File: src/rtl/imm_gen_stage_if.sv
// rtl/imm_gen_stage_if.sv - handshake bundle between the decode feed, imm_gen_stage and its consumer
//
// Purpose: groups the input (instruction side) and output (immediate side)
// valid/ready channels of imm_gen_stage.
// Signals:
//   in_valid, in_ready, in_instr[31:0], in_imm_type[3:0], in_tag[TAG_W-1:0]
//   out_valid, out_ready, out_imm[XLEN-1:0], out_tag[TAG_W-1:0], out_illegal
// Modports:
//   slave  - the immediate generator (consumes instructions, produces immediates)
//   master - the environment (drives instructions, accepts immediates)
interface imm_gen_stage_if #(
  parameter int XLEN  = 32,
  parameter int TAG_W = 8
);
  logic             in_valid;
  logic             in_ready;
  logic [31:0]      in_instr;
  logic [3:0]       in_imm_type;
  logic [TAG_W-1:0] in_tag;
  logic             out_valid;
  logic             out_ready;
  logic [XLEN-1:0]  out_imm;
  logic [TAG_W-1:0] out_tag;
  logic             out_illegal;

  modport slave (
    input  in_valid, in_instr, in_imm_type, in_tag, out_ready,
    output in_ready, out_valid, out_imm, out_tag, out_illegal
  );

  modport master (
    output in_valid, in_instr, in_imm_type, in_tag, out_ready,
    input  in_ready, out_valid, out_imm, out_tag, out_illegal
  );
endinterface

File: src/rtl/imm_gen_stage.sv
// rtl/imm_gen_stage.sv - registered immediate generator with a 2-entry skid buffer
//
// Purpose: decodes the immediate of a 32-bit (or RVC 16-bit) instruction,
// extends it to XLEN and delivers it with its tag one cycle after acceptance.
// Optional feature macro: RVC_EN (enables codes 8-12, compressed immediates).
// Ports:
//   clk   - rising-edge clock
//   reset - asynchronous active-high reset, clears all entries
//   flush - synchronous discard of all buffered entries and of the current input
//   bus   - imm_gen_stage_if.slave: in_* instruction channel, out_* immediate channel
module imm_gen_stage #(
  parameter int XLEN  = 32,
  parameter int TAG_W = 8
) (
  input  logic            clk,
  input  logic            reset,
  input  logic            flush,
  imm_gen_stage_if.slave  bus
);

  typedef enum logic [1:0] {EMPTY = 2'd0, ONE = 2'd1, FULL = 2'd2} state_t;

  typedef struct packed {
    logic [XLEN-1:0]  imm;
    logic [TAG_W-1:0] tag;
    logic             ill;
  } entry_t;

  state_t      state_q, state_d;
  entry_t      main_q, skid_q, new_entry;
  logic        main_load, main_from_skid, skid_load;
  logic        accept, deliver;
  logic [31:0] instr;
  logic [63:0] ext64;
  logic        ill;
  logic        unused_bits;

  assign instr = bus.in_instr;

  // Everything is built 64 bits wide, sign-extended from its top bit, then
  // truncated; this gives correct XLEN=32 and XLEN=64 results from one table.
  always_comb begin
    ext64 = '0;
    ill   = 1'b0;
    case (bus.in_imm_type)
      4'd0: ext64 = '0;
      4'd1: ext64 = (XLEN == 64) ? {58'b0, instr[25:20]} : {59'b0, instr[24:20]};
      4'd2: ext64 = {{52{instr[31]}}, instr[31:20]};
      4'd3: ext64 = {{52{instr[31]}}, instr[31:25], instr[11:7]};
      4'd4: ext64 = {{51{instr[31]}}, instr[31], instr[7], instr[30:25], instr[11:8], 1'b0};
      4'd5: ext64 = {{32{instr[31]}}, instr[31:12], 12'b0};
      4'd6: ext64 = {{43{instr[31]}}, instr[31], instr[19:12], instr[20], instr[30:21], 1'b0};
      4'd7: ext64 = {59'b0, instr[19:15]};
`ifdef RVC_EN
      4'd8:  ext64 = {{58{instr[12]}}, instr[12], instr[6:2]};
      4'd9:  ext64 = {54'b0, instr[10:7], instr[12:11], instr[5], instr[6], 2'b0};
      4'd10: ext64 = {57'b0, instr[5], instr[12:10], instr[6], 2'b0};
      4'd11: ext64 = {{52{instr[12]}}, instr[12], instr[8], instr[10:9], instr[6],
                      instr[7], instr[2], instr[11], instr[5:3], 1'b0};
      4'd12: ext64 = {{55{instr[12]}}, instr[12], instr[6:5], instr[2], instr[11:10],
                      instr[4:3], 1'b0};
`endif
      default: begin
        ext64 = '0;
        ill   = 1'b1;
      end
    endcase
  end

  // Opcode bits and the upper half of ext64 (XLEN=32) carry no immediate data.
  assign unused_bits = ^{ext64, instr[6:0]};

  assign new_entry.imm = ext64[XLEN-1:0];
  assign new_entry.tag = bus.in_tag;
  assign new_entry.ill = ill;

  // in_ready is a pure decode of the state register, so out_ready never
  // reaches it combinationally.
  assign bus.in_ready  = (state_q != FULL);
  assign bus.out_valid = (state_q != EMPTY);
  assign bus.out_imm     = main_q.imm;
  assign bus.out_tag     = main_q.tag;
  assign bus.out_illegal = main_q.ill;

  assign accept  = bus.in_valid & bus.in_ready;
  assign deliver = bus.out_valid & bus.out_ready;

  always_comb begin
    state_d        = state_q;
    main_load      = 1'b0;
    main_from_skid = 1'b0;
    skid_load      = 1'b0;
    if (flush) begin
      state_d = EMPTY;
    end else begin
      case (state_q)
        EMPTY: begin
          if (accept) begin
            main_load = 1'b1;
            state_d   = ONE;
          end
        end
        ONE: begin
          // Accept with deliver refills main directly; the skid stays empty.
          if (accept && deliver) begin
            main_load = 1'b1;
          end else if (accept) begin
            skid_load = 1'b1;
            state_d   = FULL;
          end else if (deliver) begin
            state_d = EMPTY;
          end
        end
        FULL: begin
          if (deliver) begin
            main_load      = 1'b1;
            main_from_skid = 1'b1;
            state_d        = ONE;
          end
        end
        default: state_d = EMPTY;
      endcase
    end
  end

  always_ff @(posedge clk or posedge reset) begin
    if (reset) begin
      state_q <= EMPTY;
      main_q  <= '0;
      skid_q  <= '0;
    end else begin
      state_q <= state_d;
      if (main_load) begin
        main_q <= main_from_skid ? skid_q : new_entry;
      end
      if (skid_load) begin
        skid_q <= new_entry;
      end
    end
  end

endmodule

File: src/flat_wrapper.sv
// flat-port wrapper written by rule: the top's interface ports become plain ports
module imm_gen_stage_flat 
#(
  parameter int XLEN  = 32,
  parameter int TAG_W = 8
)
  (clk, reset, flush, bus_in_valid, bus_in_instr, bus_in_imm_type, bus_in_tag, bus_out_ready, bus_in_ready, bus_out_valid, bus_out_imm, bus_out_tag, bus_out_illegal);
  imm_gen_stage_if #(.XLEN(XLEN), .TAG_W(TAG_W)) bus_i ();
  input  logic clk;
  input  logic reset;
  input  logic flush;
  input wire logic [$bits(bus_i.in_valid)-1:0] bus_in_valid;
  input wire logic [$bits(bus_i.in_instr)-1:0] bus_in_instr;
  input wire logic [$bits(bus_i.in_imm_type)-1:0] bus_in_imm_type;
  input wire logic [$bits(bus_i.in_tag)-1:0] bus_in_tag;
  input wire logic [$bits(bus_i.out_ready)-1:0] bus_out_ready;
  output wire logic [$bits(bus_i.in_ready)-1:0] bus_in_ready;
  output wire logic [$bits(bus_i.out_valid)-1:0] bus_out_valid;
  output wire logic [$bits(bus_i.out_imm)-1:0] bus_out_imm;
  output wire logic [$bits(bus_i.out_tag)-1:0] bus_out_tag;
  output wire logic [$bits(bus_i.out_illegal)-1:0] bus_out_illegal;
  assign bus_i.in_valid = bus_in_valid;
  assign bus_i.in_instr = bus_in_instr;
  assign bus_i.in_imm_type = bus_in_imm_type;
  assign bus_i.in_tag = bus_in_tag;
  assign bus_i.out_ready = bus_out_ready;
  assign bus_in_ready = bus_i.in_ready;
  assign bus_out_valid = bus_i.out_valid;
  assign bus_out_imm = bus_i.out_imm;
  assign bus_out_tag = bus_i.out_tag;
  assign bus_out_illegal = bus_i.out_illegal;
  imm_gen_stage #(.XLEN(XLEN), .TAG_W(TAG_W)) u_core (.clk(clk), .reset(reset), .flush(flush), .bus(bus_i));
endmodule
File: config.mk
export PLATFORM = sky130hd
export DESIGN_NAME = imm_gen_stage_flat
export DESIGN_NICKNAME = d
export VERILOG_FILES = /design/src/rtl/imm_gen_stage_if.sv /design/src/rtl/imm_gen_stage.sv /design/src/flat_wrapper.sv
export SDC_FILE = /design/constraint.sdc
export NUM_CORES = 1
export LEC_CHECK = 0
export CAP_MARGIN = 20
export CORE_AREA = 4 4 95 97
export CTS_CLUSTER_DIAMETER = 60
export DETAILED_ROUTE_END_ITERATION = 8
export DIE_AREA = 0 0 99 101
export MAX_ROUTING_LAYER = met4
export PLACE_DENSITY = 0.79
export RECOVER_POWER = 25
export SLEW_MARGIN = 20
export SYNTH_ARGS = -nofsm -noshare
export SYNTH_HDL_FRONTEND = slang
export SYNTH_SLANG_ARGS = --single-unit
File: constraint.sdc
create_clock -name clk -period 4 [get_ports clk]
set_input_delay 1 -clock clk [delete_from_list [all_inputs] [get_ports clk]]
set_output_delay 1 -clock clk [all_outputs]
set_load 0.03 [all_outputs]
==> results.py <==
metrics = {
    "clock_tree": {
        "cts_tree": "yes",
        "clk_latency_ns": 0.36,
        "cts_max_level": 3,
        "clock-sinks": 84,
        "path_clk_slew_ns": 0.09,
        "numCtsBuffers": 9,
        "cts.path.max_buffers": 2,
        "cts_setup_buffers": 0,
        "postCtsHoldBufs": 0,
        "cts-resized-gates": 0,
        "clock-root-buffer": "clkbuf_8",
    },
    "die": {
        "chipHeight_microns": 101,
        "ioPinCount": 92,
        "start_util": 0.507,
        "die_width_microns": 99,
        "die_area_sq_mm": 0.0100,
        "core-area_sq_mm": 0.00813,
        "rows": 33,
    },
    "synth": {
        "synthesis.area_sq_mm": 0.00413,
        "synth.ff_latch_count": 84,
        "synthFlopType": "dfrtp_1",
        "yosysWarnings": 0,
        "synthesis.nets": 451,
        "syn_inst": 402,
        "synth_top_area_cell": "dfrtp_1",
        "synth_enable_flop_cells": 0,
        "synthDistinctLibCells": 48,
        "yosys-top-cells-area": "dfrtp_1, mux2_2, nand2_1",
        "synth_top_area_share": 0.509,
        "async_flop_share": 1.00,
        "yosysSeqAreaShare": 0.509,
        "syn_avg_cell_area_sq_um": 10.3,
    },
    "critical_path": {
        "endpoint": "bus_out_valid",
        "rr_worst_depth": 4,
        "worstPathCellList": "or2_2 -> clkdlybuf4s50_1",
        "cp.required_ns": 3.00,
        "critPathKind": "register to output pin",
        "worstSetupEndpointType": "output pin",
        "worst-path-buf-inv": 1,
        "ff2ff_setup_slack_ns": 2.05,
        "crit_start": "u_core.state_q[0]",
        "slowest_stage": "clkdlybuf4s50_1",
        "start_kind": "register",
        "r2r-end": "u_core.bus.out_imm[19]",
        "critical_path_arrival_ns": 1.83,
        "cp.depth": 2,
        "r2r-start": "u_core.state_q[0]",
        "path_delay_family": "buffers and inverters",
        "cp_max_fo": 10,
        "critPathMaxStageDelay_ns": 0.59,
    },
    "timing": {
        "fin_hold_ws_ns": 0.487,
        "rsz0062_at_grt": "no",
        "drv_slew": 46,
        "max_freq_mhz": 353,
        "relSlewSlack": -0.415,
        "fin_crit_ns": 2.83,
        "fin_tns_setup_ns": 0,
        "setup-violations-final": 0,
        "fin_worst_skew_ns": 0.0118,
        "finalHoldViolations": 0,
        "fin_crit_sh": 0.708,
        "worst_pin_slew_ns": 2.11,
    },
    "finish": {
        "nFillCells": 641,
        "nets": 518,
        "syn2layout_area_growth_pct": 27.9,
        "postLayoutCellArea_sq_mm": 0.00528,
        "layout_common_cells": "dfrtp_1, clkdlybuf4s50_1, nand2_1, a21oi_1, mux2_2",
        "final_common_cell": "dfrtp_1",
        "antenna_cells": 0,
        "drive_gt1_frac": 0.143,
    },
    "global_route": {
        "grt_max_degree": 48,
        "antenna_found_initial": 0,
        "grt_pass1_wl_mm": 16.7,
        "grt_usage": 0.216,
        "grt-ovfl-total": 0,
        "grt_pass1_vias": 3354,
    },
    "drt": {
        "antenna_left": 0,
        "detail_route.iter0.violations": 208,
        "via_per_inst": 5.73,
        "wire_per_inst_microns": 17.3,
        "dr.pass1.iters": 6,
        "drc": 0,
        "vias": 3318,
        "drt_wl_total_mm": 10.0,
    },
    "place": {
        "gp_congestion": 0.843,
        "place_hpwl_mm": 6.92,
        "io_buffer_count": 84,
        "placed_cell_area_sq_mm": 0.00505,
    },
    "min_path": {
        "hp-class": "register to register",
    },
    "run_status": {
        "outcome": "finished, violations left",
        "violations": "capacitance limit, slew limit",
    },
    "pwr": {
        "vdd_drop_max_v": 0.000191,
        "p_leak_nw": 2.37,
        "pwr_density_cell_mw_per_mm2": 455,
    },
    "flow_run": {
        "cap_viol_max_count": 1,
    },
}
registers in the layout, summed over array words and instances (netlist names):
register                count
u_core.skid_q              41
u_core.bus.out_imm         32
u_core.bus.out_illegal      1
u_core.state_q              2
u_core.bus.out_tag          8
layout make-up:
type / count / area [sq um] / share of cell area
clock inverter: 5 / 81.3 / 0.0154
timing repair buffer: 91 / 931 / 0.176
sequential: 84 / 2100 / 0.398
inverter: 3 / 12.5 / 0.00237
multi-input combinational: 280 / 1870 / 0.354
tap: 105 / 131 / 0.0249
clock buffer: 11 / 151 / 0.0287
how the worst min path moves through the flow:
stage / start / end / slack (ns) / depth (start not counted)
2_1_floorplan: u_core.skid_q[20] / u_core.skid_q[20] / 0.45 / 2
3_3_place_gp: u_core.skid_q[0] / u_core.skid_q[0] / 0.46 / 2
3_5_place_dp: u_core.skid_q[40] / u_core.skid_q[40] / 0.47 / 2
4_1_cts: u_core.skid_q[40] / u_core.skid_q[40] / 0.49 / 2
5_1_grt: u_core.skid_q[26] / u_core.skid_q[26] / 0.51 / 1
6_report: u_core.skid_q[19] / u_core.skid_q[19] / 0.49 / 2
cells by family after synthesis:
family                 count (synthesis)  share of synthesized area
muxes                                 37                      0.101
and+or+nand+nor                      115                      0.133
DFF                                   84                      0.509
AOI/OAI and AO/OA                    128                      0.212
buffers and inverters                 38                     0.0455
worst reg2reg max path, cell delays in order, from the launching register on:
cell and delay (ns):
dfrtp_1 0.53, nor4bb_4 0.67, buf_12 0.30, nor2_8 0.13, a21o_1 0.21
report_power, final:
part | internal [mW] | switching (mW)
logic | 0.293 | 0.337
clock network | 0.387 | 0.309
registers | 0.995 | 0.0837
total | 1.68 | 0.729
routing by layer:
layer / GRT usage / wire, microns / vias to the layer above
li1: - / - / 1580
met1: 0.296 / 4640 / 1616
met2: 0.321 / 4740 / 109
met3: 0.0422 / 499 / 13
met4: 0.0767 / 164 / 0
met5: - / 0 / -
metrics by stage:
stage / power (mW) / setup WS (ns) / cells / util
finish: 2.41 / 1.17 / 579 / 0.649
global route: 2.52 / 0.994 / 579 / 0.649
CTS: 2.42 / 1.15 / 579 / 0.649
detailed placement: 1.73 / 0.859 / 563 / 0.621
global placement: 1.70 / 0.913 / 563 / 0.621
floorplan: 1.47 / 0.835 / 402 / -
cell usage after synthesis, types with 2 or more instances:
cell type and count:
a211oi_1 8, nand2_1 61, a22oi_1 4, nand2b_1 3, buf_4 2, buf_2 18, a21oi_1 37, mux2_2 36
nand3b_1 2, clkbuf_1 11, buf_1 2, dfrtp_1 84, a222oi_1 4, o21ai_0 14, a22o_1 19, nor3b_1 3
buf_6 2, a21o_1 20, nor2b_1 3, inv_1 3, nor2_1 21, a31oi_1 9, nand3_1 9, o21ai_1 2
or2_2 2
(Power assumes the default switching activity.)
